`config.mk`:
```
export PLATFORM = sky130hd
export DESIGN_NAME = turn_sequencer
export DESIGN_NICKNAME = d
export VERILOG_FILES = /design/src/rtl/turn_sequencer.sv
export SDC_FILE = /design/constraint.sdc
export NUM_CORES = 1
export LEC_CHECK = 0
export CAP_MARGIN = 20
export CORE_ASPECT_RATIO = 0.8
export CORE_MARGIN = 8
export CORE_UTILIZATION = 49
export DETAILED_ROUTE_END_ITERATION = 10
export GPL_TIMING_DRIVEN = 0
export PLACE_DENSITY = 0.93
export SETUP_SLACK_MARGIN = 0.02
export SLEW_MARGIN = 10
export SYNTH_ARGS = -nofsm -noshare
export SYNTH_HDL_FRONTEND = slang
export SYNTH_SLANG_ARGS = --single-unit
```
`constraint.sdc`:
```
create_clock -name clk -period 8.85 [get_ports clk]
set_clock_uncertainty 0.2 [all_clocks]
set_input_delay 2.655 -clock clk [delete_from_list [all_inputs] [get_ports clk]]
set_output_delay 2.655 -clock clk [all_outputs]
set_load 0.02 [all_outputs]
```
`src/rtl/turn_sequencer.sv`:
```
// Tic-tac-toe turn scheduler: alternates AI (X) and human (O) moves,
// validates and commits them, judges the board and keeps the session score.
module turn_sequencer #(
    parameter int AI_TIMEOUT = 255,
    parameter int SCORE_W    = 8,
    parameter bit AI_FIRST   = 1'b1
) (
    input  logic               clk,
    input  logic               rst,
    input  logic               new_game,
    input  logic               move,
    input  logic [3:0]         tile,
    input  logic               ai_hard_sel,
    input  logic [8:0]         ai_easy_move,
    input  logic [8:0]         ai_hard_move,
    input  logic               ai_done,
    input  logic [8:0]         x_board,
    input  logic [8:0]         o_board,
    output logic               ai_start,
    output logic [8:0]         commit_x,
    output logic [8:0]         commit_o,
    output logic               commit_valid,
    output logic               clear_board,
    output logic               turn,
    output logic [2:0]         status,
    output logic               ai_fault,
    output logic [SCORE_W-1:0] x_wins,
    output logic [SCORE_W-1:0] o_wins,
    output logic [SCORE_W-1:0] draws
);

    typedef enum logic [3:0] {
        IDLE, CLEAR, X_REQ, AI_WAIT, X_COMMIT,
        O_WAIT, O_COMMIT, CHECK, GAME_OVER
    } state_t;

    localparam int TW = $clog2(AI_TIMEOUT + 1);

    localparam logic [8:0] LINES [8] = '{
        9'h1C0, 9'h038, 9'h007,
        9'h124, 9'h092, 9'h049,
        9'h111, 9'h054
    };

    state_t state, next;

    logic [TW-1:0] tcnt;
    logic [8:0]    pick;
    logic          fault_q;
    logic          bad_q;
    logic [1:0]    result;

    logic [8:0] occ, ai_mv, fallback, o_mv, plane;
    logic       ai_legal, o_legal, timed_out, win, full;

    assign occ       = x_board | o_board;
    assign ai_mv     = ai_hard_sel ? ai_hard_move : ai_easy_move;
    assign ai_legal  = $onehot(ai_mv) && ((ai_mv & occ) == 9'h000);
    assign timed_out = !ai_done && (tcnt == TW'(AI_TIMEOUT - 1));
    assign o_mv      = 9'h100 >> tile;
    assign o_legal   = (tile <= 4'd8) && ((o_mv & occ) == 9'h000);
    assign plane     = turn ? x_board : o_board;
    assign full      = &occ;

    // Upward scan so the last hit is the highest bit, i.e. the lowest tile
    always_comb begin
        fallback = 9'h000;
        for (int i = 0; i < 9; i++)
            if (!occ[i]) fallback = 9'h001 << i;
    end

    always_comb begin
        win = 1'b0;
        for (int i = 0; i < 8; i++)
            if ((plane & LINES[i]) == LINES[i]) win = 1'b1;
    end

    always_ff @(posedge clk) begin
        if (rst) state <= IDLE;
        else     state <= next;
    end

    always_comb begin
        next = state;
        case (state)
            IDLE:      if (new_game) next = CLEAR;
            CLEAR:     next = turn ? X_REQ : O_WAIT;
            X_REQ:     next = AI_WAIT;
            AI_WAIT:   if (ai_done || timed_out) next = X_COMMIT;
            X_COMMIT:  next = CHECK;
            O_WAIT:    if (move && o_legal) next = O_COMMIT;
            O_COMMIT:  next = CHECK;
            CHECK: begin
                if (win || full) next = GAME_OVER;
                else             next = turn ? O_WAIT : X_REQ;
            end
            GAME_OVER: if (new_game) next = CLEAR;
            default:   next = IDLE;
        endcase
    end

    always_ff @(posedge clk) begin
        if (rst) begin
            tcnt    <= '0;
            pick    <= '0;
            fault_q <= 1'b0;
            bad_q   <= 1'b0;
            turn    <= AI_FIRST;
            result  <= '0;
            x_wins  <= '0;
            o_wins  <= '0;
            draws   <= '0;
        end else begin
            bad_q <= (state == O_WAIT) && move && !o_legal;
            if (state == X_REQ)
                tcnt <= '0;
            else if (state == AI_WAIT && !ai_done && !timed_out)
                tcnt <= tcnt + 1'b1;
            if (state == AI_WAIT) begin
                fault_q <= !(ai_done && ai_legal);
                pick    <= (ai_done && ai_legal) ? ai_mv : fallback;
            end
            if (state == O_WAIT)
                pick <= o_mv;
            if ((state == IDLE || state == GAME_OVER) && new_game)
                turn <= AI_FIRST;
            if (state == CHECK) begin
                if (win) begin
                    result <= turn ? 2'd1 : 2'd2;
                    if (turn && x_wins != '1)  x_wins <= x_wins + 1'b1;
                    if (!turn && o_wins != '1) o_wins <= o_wins + 1'b1;
                end else if (full) begin
                    result <= 2'd3;
                    if (draws != '1) draws <= draws + 1'b1;
                end else begin
                    turn <= !turn;
                end
            end
        end
    end

    always_comb begin
        ai_start     = (state == X_REQ);
        clear_board  = (state == CLEAR);
        commit_valid = (state == X_COMMIT) || (state == O_COMMIT);
        commit_x     = (state == X_COMMIT) ? pick : 9'h000;
        commit_o     = (state == O_COMMIT) ? pick : 9'h000;
        ai_fault     = (state == X_COMMIT) && fault_q;
        case (state)
            O_WAIT:    status = bad_q ? 3'd4 : 3'd7;
            O_COMMIT:  status = 3'd7;
            CHECK:     status = turn ? 3'd0 : 3'd7;
            GAME_OVER: status = {1'b0, result};
            default:   status = 3'd0;
        endcase
    end

endmodule

```
==> out/results.txt, run 1 <==
Result of the run: complete, no violations
Async set or reset register ratio after synthesis: 0%
I/O pins: 96
Static Leakage: 1.67 nW
Cell-internal power: 0.000347 W
H-Tree Depth: 2
Final hold violations: 0
Per-cell routed wire length: 18.6 um
Minimum period implied by the final worst setup slack: 7.79 ns
Clock buffers created by TritonCTS: 5
Max Clk Rate: 0.128 GHz
Portion of the post-synthesis area used by sequential elements: 29.5%
Mapped Nets: 482
Setup Crit Path Kind: input pin to register
Final estimated routing congestion in global placement: 0.930
Post-detailed-placement half-perimeter wirelength: 8810 um
Type of the worst min-delay path: register to register
Total grt overflow: 0
Floorplan die area: 9850 um2
Setup WS pre-CTS: 0.809 ns
Nature of the critical path startpoint: input pin
Combinational group share of total power: 27.3%
Setup crit end kind: register
Clock tree buffer depth: 2
Clock slew seen by the registers of the worst setup and hold paths: 0.10 ns
Fin nets: 582
Power Dens Cells: 114 nW/um2
Sw frac: 33.0%
Clock sink total: 50
Min setup slack post-route: 1.06 ns
Slew headroom: 51.3%
Post-CTS resize count: 0
VDD IR-drop max: 88.4 uV
Clk Latency, worst-skew pair: 0.31 ns
Final setup TNS: 0 ns
Drt drc: 0
Maximum fanout encountered on the critical timing path: 10
Max-slew violation count: 0
Cell count after synthesis: 424
Fraction of final layout cells sized beyond drive strength 1: 4.57%
Final-report setup violation count: 0
Initial drt markers: 412
Port buffer count: 93
Post CTS Setup Buffer Count: 0
Area growth from synthesis to final layout: 33.6%
Post-route clock period utilization: 88.1%
Die Wd: 109 um
Post-synth design cell area: 3390 um2
Worst-case register-to-register setup slack: 6.20 ns
Die Height: 90.4 um
Actual slew at the worst max-slew pin: 0.725 ns
Synthesized area per cell: 7.99 um2
Total power: 0.000518 W
Req. time, crit path: 8.83 ns
Via count: 3,826
CTS tree: done
First-pass GRT wire length: 18,100 um
Proportion of power drawn by flip-flops and latches: 44.6%
CP arrival: 7.78 ns
Total wirelength of the detailed-routed design: 11,400 um
Yosys warnings: 0
Final std cell area, no fill: 4530 um2
Number of flops mapped to enable cells by yosys: 0
Number of antenna violations at the first check in global routing: 0
GRT Util Overall: 22.1%
Core Footprint: 6790 um2
Number of global-route vias before repair: 3,682
Max-Cap Viols: 0
Count of standard-cell rows: 27
Clock share of power: 28.1%
Pin count of the biggest net entering global routing: 19
Via count normalized by instance count: 6.25
Post-route antenna net violation count: 0
Most frequent cells in the layout: clkdlybuf4s50_1, dfxtp_1, nor2_1, nand2_1, a21oi_1
Unrepaired setup endpoints after global routing: false
First-pass detailed-route iteration total: 5
Effective utilization at floorplan: 49.9%
Yosys reg bits: 50
Count of distinct cell types in the synthesized netlist: 65
Root Buffer: clkbuf_8
Diodes inserted: 0
Most common cell after layout, fill and taps aside: clkdlybuf4s50_1
Flip-flop cell with the highest count after synthesis: dfxtp_1
Number of buffers added to fix hold violations after cts: 0
Cell area after placement: 4430 um2
Switching Power: 0.000171 W
## kinds of logic after synthesis
group	Yosys count	synth area share [%]
and+or+nand+nor	186	29.1
AOI/OAI and AO/OA	103	20.8
DFF	50	29.5
buffers and inverters	40	4.95
muxes	21	6.98
xor gates and xnor gates	12	3.10
adders and majority gates	12	5.54
## flip-flops by register name (all words and copies together) (netlist names)
name and flops:
pick 9, draws 8, o_wins 8, tcnt 8, x_wins 8, state 4
result 2, bad_q 1, fault_q 1, turn 1
## critical path, stage by stage
cell and delay (ns):
clkdlybuf4s50_1 0.41, mux2i_1 0.34, inv_1 0.12, fa_1 0.51
inv_1 0.05, fa_1 0.54, inv_1 0.06, fa_1 0.51
inv_1 0.06, fa_1 0.47, fa_1 0.50, nand2_1 0.06
nor3_1 0.15, o2111ai_1 0.18, or4_1 0.52, buf_2 0.17
buf_6 0.15, mux2i_1 0.22, o22ai_1 0.12
## final timing paths
check | to | start | depth (start not counted)
worst max-delay path | pick[8]$_SDFFE_PP0P_ | ai_hard_move[1] | 19
worst min register to register | fault_q$_SDFFE_PP0P_ | fault_q$_SDFFE_PP0P_ | 2
worst max register to register | draws[6]$_SDFFE_PP0P_ | turn$_SDFF_PP1_ | 7
worst min-delay path | fault_q$_SDFFE_PP0P_ | fault_q$_SDFFE_PP0P_ | 2
## power groups by stage
| stage | registers, W | logic (W) | clock network, W |
|---|---|---|---|
| final | 0.000231 | 0.000141 | 0.000146 |
| after global routing | 0.000232 | 0.000153 | 0.000155 |
| after CTS | 0.000231 | 0.000138 | 0.000145 |
| after detailed placement | 0.000236 | 0.000137 | 0 |
| after global placement | 0.000236 | 0.000129 | 0 |
| after floorplan | 0.000236 | 0.0000822 | 0 |
## through the flow
stage / std cells / util [%] / hold WS, ns
floorplan: 424 / - / 0.232
global placement: 604 / 65.2 / 0.244
detailed placement: 604 / 65.2 / 0.253
CTS: 612 / 66.6 / 0.267
global route: 612 / 66.6 / 0.298
finish: 612 / 66.6 / 0.270
## metal layers
metal  global-route usage [%]  vias to the layer above  wire length [um]
met2                     36.6                      243              5490
met3                     5.42                       30              1230
li1                         -                     1759                 -
met1                     27.8                     1794              4490
met5                        0                        -                 0
met4                     4.78                        0               153
## cell usage after synthesis (6+ instances only)
library cell / n / area [um2]
a21oi_1: 22 / 110
a22oi_1: 10 / 75.1
and2_1: 21 / 131
and3_1: 7 / 43.8
clkbuf_1: 15 / 56.3
dfxtp_1: 50 / 1000
ha_1: 7 / 87.6
inv_1: 18 / 67.6
mux2i_1: 12 / 120
nand2_1: 26 / 97.6
nand3_1: 14 / 70.1
nand4_1: 10 / 62.6
nor2_1: 46 / 173
nor2b_1: 6 / 37.5
nor3_1: 18 / 90.1
nor4_1: 6 / 37.5
o21ai_0: 12 / 60.1
o21ai_1: 7 / 35.0
o31ai_1: 6 / 45.0
or3_1: 7 / 43.8
xor2_1: 7 / 61.3
## cell type report
class | count | area, um2
Inverter | 19 | 71.3
Clock inverter | 3 | 28.8
Sequential cell | 50 | 1000
Multi-Input combinational cell | 334 | 2220
Timing Repair Buffer | 93 | 931
Fill cell | 555 | 2260
Tap cell | 87 | 109
Clock buffer | 5 | 68.8
Buffer | 21 | 96.3
Note: power is estimated with default switching activity, not from simulation.
==> run 2: changes to the inputs <==
--- a/config.mk
+++ b/config.mk
@@ -11,7 +11,7 @@
 export CORE_UTILIZATION = 49
 export DETAILED_ROUTE_END_ITERATION = 10
 export GPL_TIMING_DRIVEN = 0
-export PLACE_DENSITY = 0.93
+export PLACE_DENSITY_LB_ADDON = 0.05
 export SETUP_SLACK_MARGIN = 0.02
 export SLEW_MARGIN = 10
 export SYNTH_ARGS = -nofsm -noshare
==> run 2 against run 1 <==
Power fell by 0.69%. Combinational power fell by 6%. Worst hold slack got worse by 0.0051 ns. Sequential share of layout area barely moved. Clock-buffer cell count rose by 2. Sequential power barely moved. Critical path depth did not move. Register-to-register slack improved by 0.02 ns. Worst setup slack improved by 0.051 ns. First-iteration DRC count fell by 37%. Largest cell class unchanged. Largest power group unchanged.
==> out/results.txt, run 2 (synthesis gave the netlist of run 1 again) <==
Static Leakage: 1.67 nW
Fin nets: 582
Result of the run: complete, no violations
Max stage delay cell, worst path: fa_1
H-Tree Depth: 2
Post-detailed-placement half-perimeter wirelength: 8060 um
Nature of the critical path startpoint: input pin
Most frequent cells in the layout: clkdlybuf4s50_1, dfxtp_1, nor2_1, nand2_1, a21oi_1
Cell repeated most along the worst path: fa_1
Total wirelength of the detailed-routed design: 10,100 um
Largest Register: pick
Clock buffers created by TritonCTS: 5
I/O pins: 96
Final std cell area, no fill: 4530 um2
Area growth from synthesis to final layout: 33.8%
Slew headroom: 50.9%
Largest stage delay, worst path: 0.52 ns
Fraction of final layout cells sized beyond drive strength 1: 4.57%
Number of antenna violations at the first check in global routing: 0
Max reg flops: 9
Max-Cap Viols: 0
Cell-by-cell trace of the critical path: clkdlybuf4s50_1 -> mux2i_1 -> inv_1 -> fa_1 -> inv_1 -> fa_1 -> inv_1 -> fa_1 -> inv_1 -> fa_1 -> fa_1 -> nand2_1 -> nor3_1 -> o2111ai_1 -> or4_1 -> buf_2 -> buf_6 -> mux2i_1 -> o22ai_1
Cell area after placement: 4430 um2
Drt drc: 0
Fin cells: 612
Post-route clock period utilization: 87.5%
GRT Util Overall: 20.3%
Number of global-route vias before repair: 3,355
Req. time, crit path: 8.83 ns
Clock slew seen by the registers of the worst setup and hold paths: 0.09 ns
# placed instances: 604
Filler cell count in the final layout: 581
Final setup TNS: 0 ns
Diodes inserted: 0
Type of the worst min-delay path: register to register
Via count: 3,569
Root Buffer: clkbuf_8
Setup Crit Path Kind: input pin to register
Number of buffers added to fix hold violations after cts: 0
Minimum period implied by the final worst setup slack: 7.74 ns
Port buffer count: 93
CTS tree: done
First-pass GRT wire length: 16,500 um
CP arrival: 7.72 ns
Max-slew violation count: 0
Core Footprint: 6790 um2
Per-cell routed wire length: 16.5 um
Post-route antenna net violation count: 0
Post-CTS resize count: 0
Initial drt markers: 259
Actual slew at the worst max-slew pin: 0.731 ns
Power Dens Cells: 113 nW/um2
Maximum fanout encountered on the critical timing path: 10
Via count normalized by instance count: 5.83
VDD IR-drop max: 59.5 uV
Die Wd: 109 um
Post CTS Setup Buffer Count: 0
Pin count of the biggest net entering global routing: 16
Most common cell after layout, fill and taps aside: clkdlybuf4s50_1
Setup crit end kind: register
Area taken by flip-flops and latches: 1000 um2
Effective utilization at floorplan: 49.9%
Final hold violations: 0
Max Clk Rate: 0.129 GHz
Clk Latency, worst-skew pair: 0.31 ns
Floorplan die area: 9850 um2
Unrepaired setup endpoints after global routing: false
First-pass detailed-route iteration total: 8
Count of standard-cell rows: 27
Clock tree buffer depth: 2
Die Height: 90.4 um
Clock sink total: 50
Final-report setup violation count: 0
Total grt overflow: 0
Final estimated routing congestion in global placement: 0.955
Area of combinational cells with multiple inputs: 2220 um2
[run 2: changes by cell type in the layout (fill, tap and decap cells not counted)]
cell | before | now
clkbuf_8 | 5 | 7
clkinv_4 | 2 | 1
inv_8 | 1 | 0
[run 2: cell type report]
class                      instances  area share, %
multi-input combinational        334           49.0
sequential                        50           22.1
timing repair buffer              93           20.5
tap                               87           2.40
clock buffer                       7           2.13
buffer                            21           2.13
inverter                          19           1.57
clock inverter                     1          0.193
[run 2: path summary, 6_finish.rpt]
check / startpoint / end / slack [ns] / cells past startpoint
worst max-delay path: ai_hard_move[1] / pick[6]$_SDFFE_PP0P_ / 1.11 / 19
worst min-delay path: fault_q$_SDFFE_PP0P_ / fault_q$_SDFFE_PP0P_ / 0.27 / 2
worst max register to register: turn$_SDFF_PP1_ / draws[4]$_SDFFE_PP0P_ / 6.22 / 7
worst min register to register: fault_q$_SDFFE_PP0P_ / fault_q$_SDFFE_PP0P_ / 0.27 / 2
[run 2: stage by stage]
step	utilization, %	hold slack, ns	total power [W]	worst slack, ns
6_report	66.8	0.265	0.000514	1.11
5_1_grt	66.8	0.318	0.000539	0.908
4_1_cts	66.8	0.265	0.000518	1.15
3_5_place_dp	65.2	0.252	0.000368	0.821
3_3_place_gp	65.2	0.249	0.000366	0.862
2_1_floorplan	-	0.232	0.000318	1.47
[run 2: layer usage]
| metal | GRT usage (%) | routed length (um) |
|---|---|---|
| met2 | 30.8 | 4420 |
| met1 | 28.1 | 4760 |
| met4 | 5.01 | 93 |
| met3 | 4.64 | 819 |
| met5 | 0 | 0 |
[run 2: power breakdown]
group	total, W	leakage [nW]	switching, W	internal (W)
logic	0.000133	1.21	0.0000754	0.0000581
clock network	0.000150	0.0544	0.0000784	0.0000718
registers	0.000231	0.403	0.00000250	0.000228
[run 2: critical path, delay by kind of cell]
kind	cells	cell delay, ns
fa+ha+maj	5	2.49
simple gates	3	0.74
buf+inv	7	1.01
mux	2	0.55
compound gates	2	0.26
==> run 3: changes to the inputs <==
--- a/config.mk
+++ b/config.mk
@@ -11,7 +11,7 @@
 export CORE_UTILIZATION = 49
 export DETAILED_ROUTE_END_ITERATION = 10
 export GPL_TIMING_DRIVEN = 0
-export PLACE_DENSITY_LB_ADDON = 0.05
+export PLACE_DENSITY = 0.82
 export SETUP_SLACK_MARGIN = 0.02
 export SLEW_MARGIN = 10
 export SYNTH_ARGS = -nofsm -noshare
==> run 3 against run 2 <==
Core utilization is 0.15 points lower. First-iteration DRC count is 44% higher. Largest power group unchanged. Worst setup slack worse by 0.14 ns.
==> out/results.txt, run 3 (synthesis gave the netlist of run 1 again) <==
Filler cell count in the final layout: 592
Number of antenna violations at the first check in global routing: 0
Hold Path Stages: 2
Clock sink total: 50
Setup Crit Path Kind: input pin to register
Via count normalized by instance count: 6.14
First-pass detailed-route iteration total: 7
Final hold violations: 0
Req. time, crit path: 8.82 ns
Post-route antenna net violation count: 0
Worst setup path start: ai_hard_move[1]
Clk Latency, worst-skew pair: 0.31 ns
Per-cell routed wire length: 17.7 um
End of the worst register-to-register path: draws[3]$_SDFFE_PP0P_
Die Wd: 109 um
Total grt overflow: 0
Startpoint of the worst-slack reg-to-reg timing path: turn$_SDFF_PP1_
Maximum fanout encountered on the critical timing path: 10
Setup crit end kind: register
CP arrival: 7.86 ns
Worst-case register-to-register setup slack: 6.22 ns
I/O pins: 96
Pin count of the biggest net entering global routing: 16
Floorplan die area: 9850 um2
Hold endpoint: fault_q$_SDFFE_PP0P_
Slew headroom: 50.0%
Clock tree buffer depth: 2
Static Leakage: 1.66 nW
Most common cell after layout, fill and taps aside: clkdlybuf4s50_1
Via count: 3,757
Total wirelength of the detailed-routed design: 10,900 um
Result of the run: complete, no violations
Core Footprint: 6790 um2
Final-report setup violation count: 0
Largest Register: pick
Max Clk Rate: 0.127 GHz
R2R cell count: 7
Type of the worst min-delay path: register to register
Worst hold-check slack: 0.264 ns
Area growth from synthesis to final layout: 33.5%
Number of global-route vias before repair: 3,667
Final setup TNS: 0 ns
CTS tree: done
Actual slew at the worst max-slew pin: 0.743 ns
Power Dens Cells: 113 nW/um2
Port buffer count: 93
Fin nets: 582
Clock slew seen by the registers of the worst setup and hold paths: 0.09 ns
Number of buffers added to fix hold violations after cts: 0
Clock buffers created by TritonCTS: 5
Most frequent cells in the layout: clkdlybuf4s50_1, dfxtp_1, nor2_1, nand2_1, a21oi_1
Count of standard-cell rows: 27
Max-Cap Viols: 0
Die Height: 90.4 um
Max reg flops: 9
Minimum period implied by the final worst setup slack: 7.88 ns
Hold Crit Start: fault_q$_SDFFE_PP0P_
Initial drt markers: 374
Post-CTS resize count: 0
Effective utilization at floorplan: 49.9%
Max-slew violation count: 0
Post-detailed-placement half-perimeter wirelength: 8590 um
Fraction of final layout cells sized beyond drive strength 1: 4.57%
Final estimated routing congestion in global placement: 0.980
Nature of the critical path startpoint: input pin
Post-route clock period utilization: 89.1%
Area taken by flip-flops and latches: 1000 um2
VDD IR-drop max: 74.9 uV
H-Tree Depth: 2
Area of combinational cells with multiple inputs: 2220 um2
Unrepaired setup endpoints after global routing: false
Root Buffer: clkbuf_8
Diodes inserted: 0
First-pass GRT wire length: 17,900 um
Drt drc: 0
Post CTS Setup Buffer Count: 0
GRT Util Overall: 21.8%
-- run 3: cell count changes in the layout (fill, tap and decap cells not counted), sizes merged --
cell	previous run	this run
clkbuf	22	21
clkinvlp	0	1
-- run 3: cell type report --
type | instances | share of cell area, %
repair buffers | 93 | 20.6
plain buffers | 21 | 2.13
inverters | 19 | 1.58
flip-flops and latches | 50 | 22.1
well taps | 87 | 2.41
clock inverters | 2 | 0.277
clock buffers | 6 | 1.83
multi-input cells | 334 | 49.1
-- run 3: worst max-delay path by stage --
| stage | endpoint | cells after the start |
|---|---|---|
| final | pick[8]$_SDFFE_PP0P_ | 19 |
| after global routing | pick[8]$_SDFFE_PP0P_ | 19 |
| after CTS | pick[8]$_SDFFE_PP0P_ | 19 |
| after detailed placement | pick[8]$_SDFFE_PP0P_ | 19 |
| after global placement | pick[8]$_SDFFE_PP0P_ | 19 |
| after floorplan | pick[3]$_SDFFE_PP0P_ | 17 |
-- run 3: per-stage QoR --
step | area (um2) | setup slack, ns | util, % | total power (W) | std cells
4_1_cts | 4520 | 1.10 | 66.6 | 0.000510 | 612
6_report | 4520 | 0.966 | 66.6 | 0.000512 | 612
5_1_grt | 4520 | 0.832 | 66.6 | 0.000534 | 612
3_5_place_dp | 4430 | 0.778 | 65.2 | 0.000370 | 604
2_1_floorplan | 3390 | 1.47 | - | 0.000318 | 424
3_3_place_gp | 4430 | 0.868 | 65.2 | 0.000365 | 604
-- run 3: power breakdown --
group | internal (W) | leakage, nW | switching (W) | total [W]
sequential | 0.000228 | 0.403 | 0.00000273 | 0.000231
combinational | 0.0000584 | 1.21 | 0.0000791 | 0.000138
clock | 0.0000631 | 0.0472 | 0.0000800 | 0.000143
total | 0.000350 | 1.66 | 0.000162 | 0.000512
-- run 3: layer usage --
metal / up-vias / track usage [%] / share of wire [%]
met5: - / 0 / 0
met1: 1757 / 28.2 / 42
met2: 212 / 36.0 / 47
li1: 1765 / - / -
met4: 0 / 5.57 / 1.7
met3: 23 / 4.14 / 9.3
-- run 3: worst max-delay path: stages --
cell             delay [ns]
clkdlybuf4s50_1        0.40
mux2i_1                0.36
inv_1                  0.13
fa_1                   0.53
inv_1                  0.06
fa_1                   0.54
inv_1                  0.06
fa_1                   0.49
inv_1                  0.05
fa_1                   0.46
fa_1                   0.49
nand2_1                0.05
nor3_1                 0.25
o2111ai_1              0.15
or4_1                  0.51
buf_2                  0.17
buf_6                  0.15
mux2i_1                0.22
o22ai_1                0.13
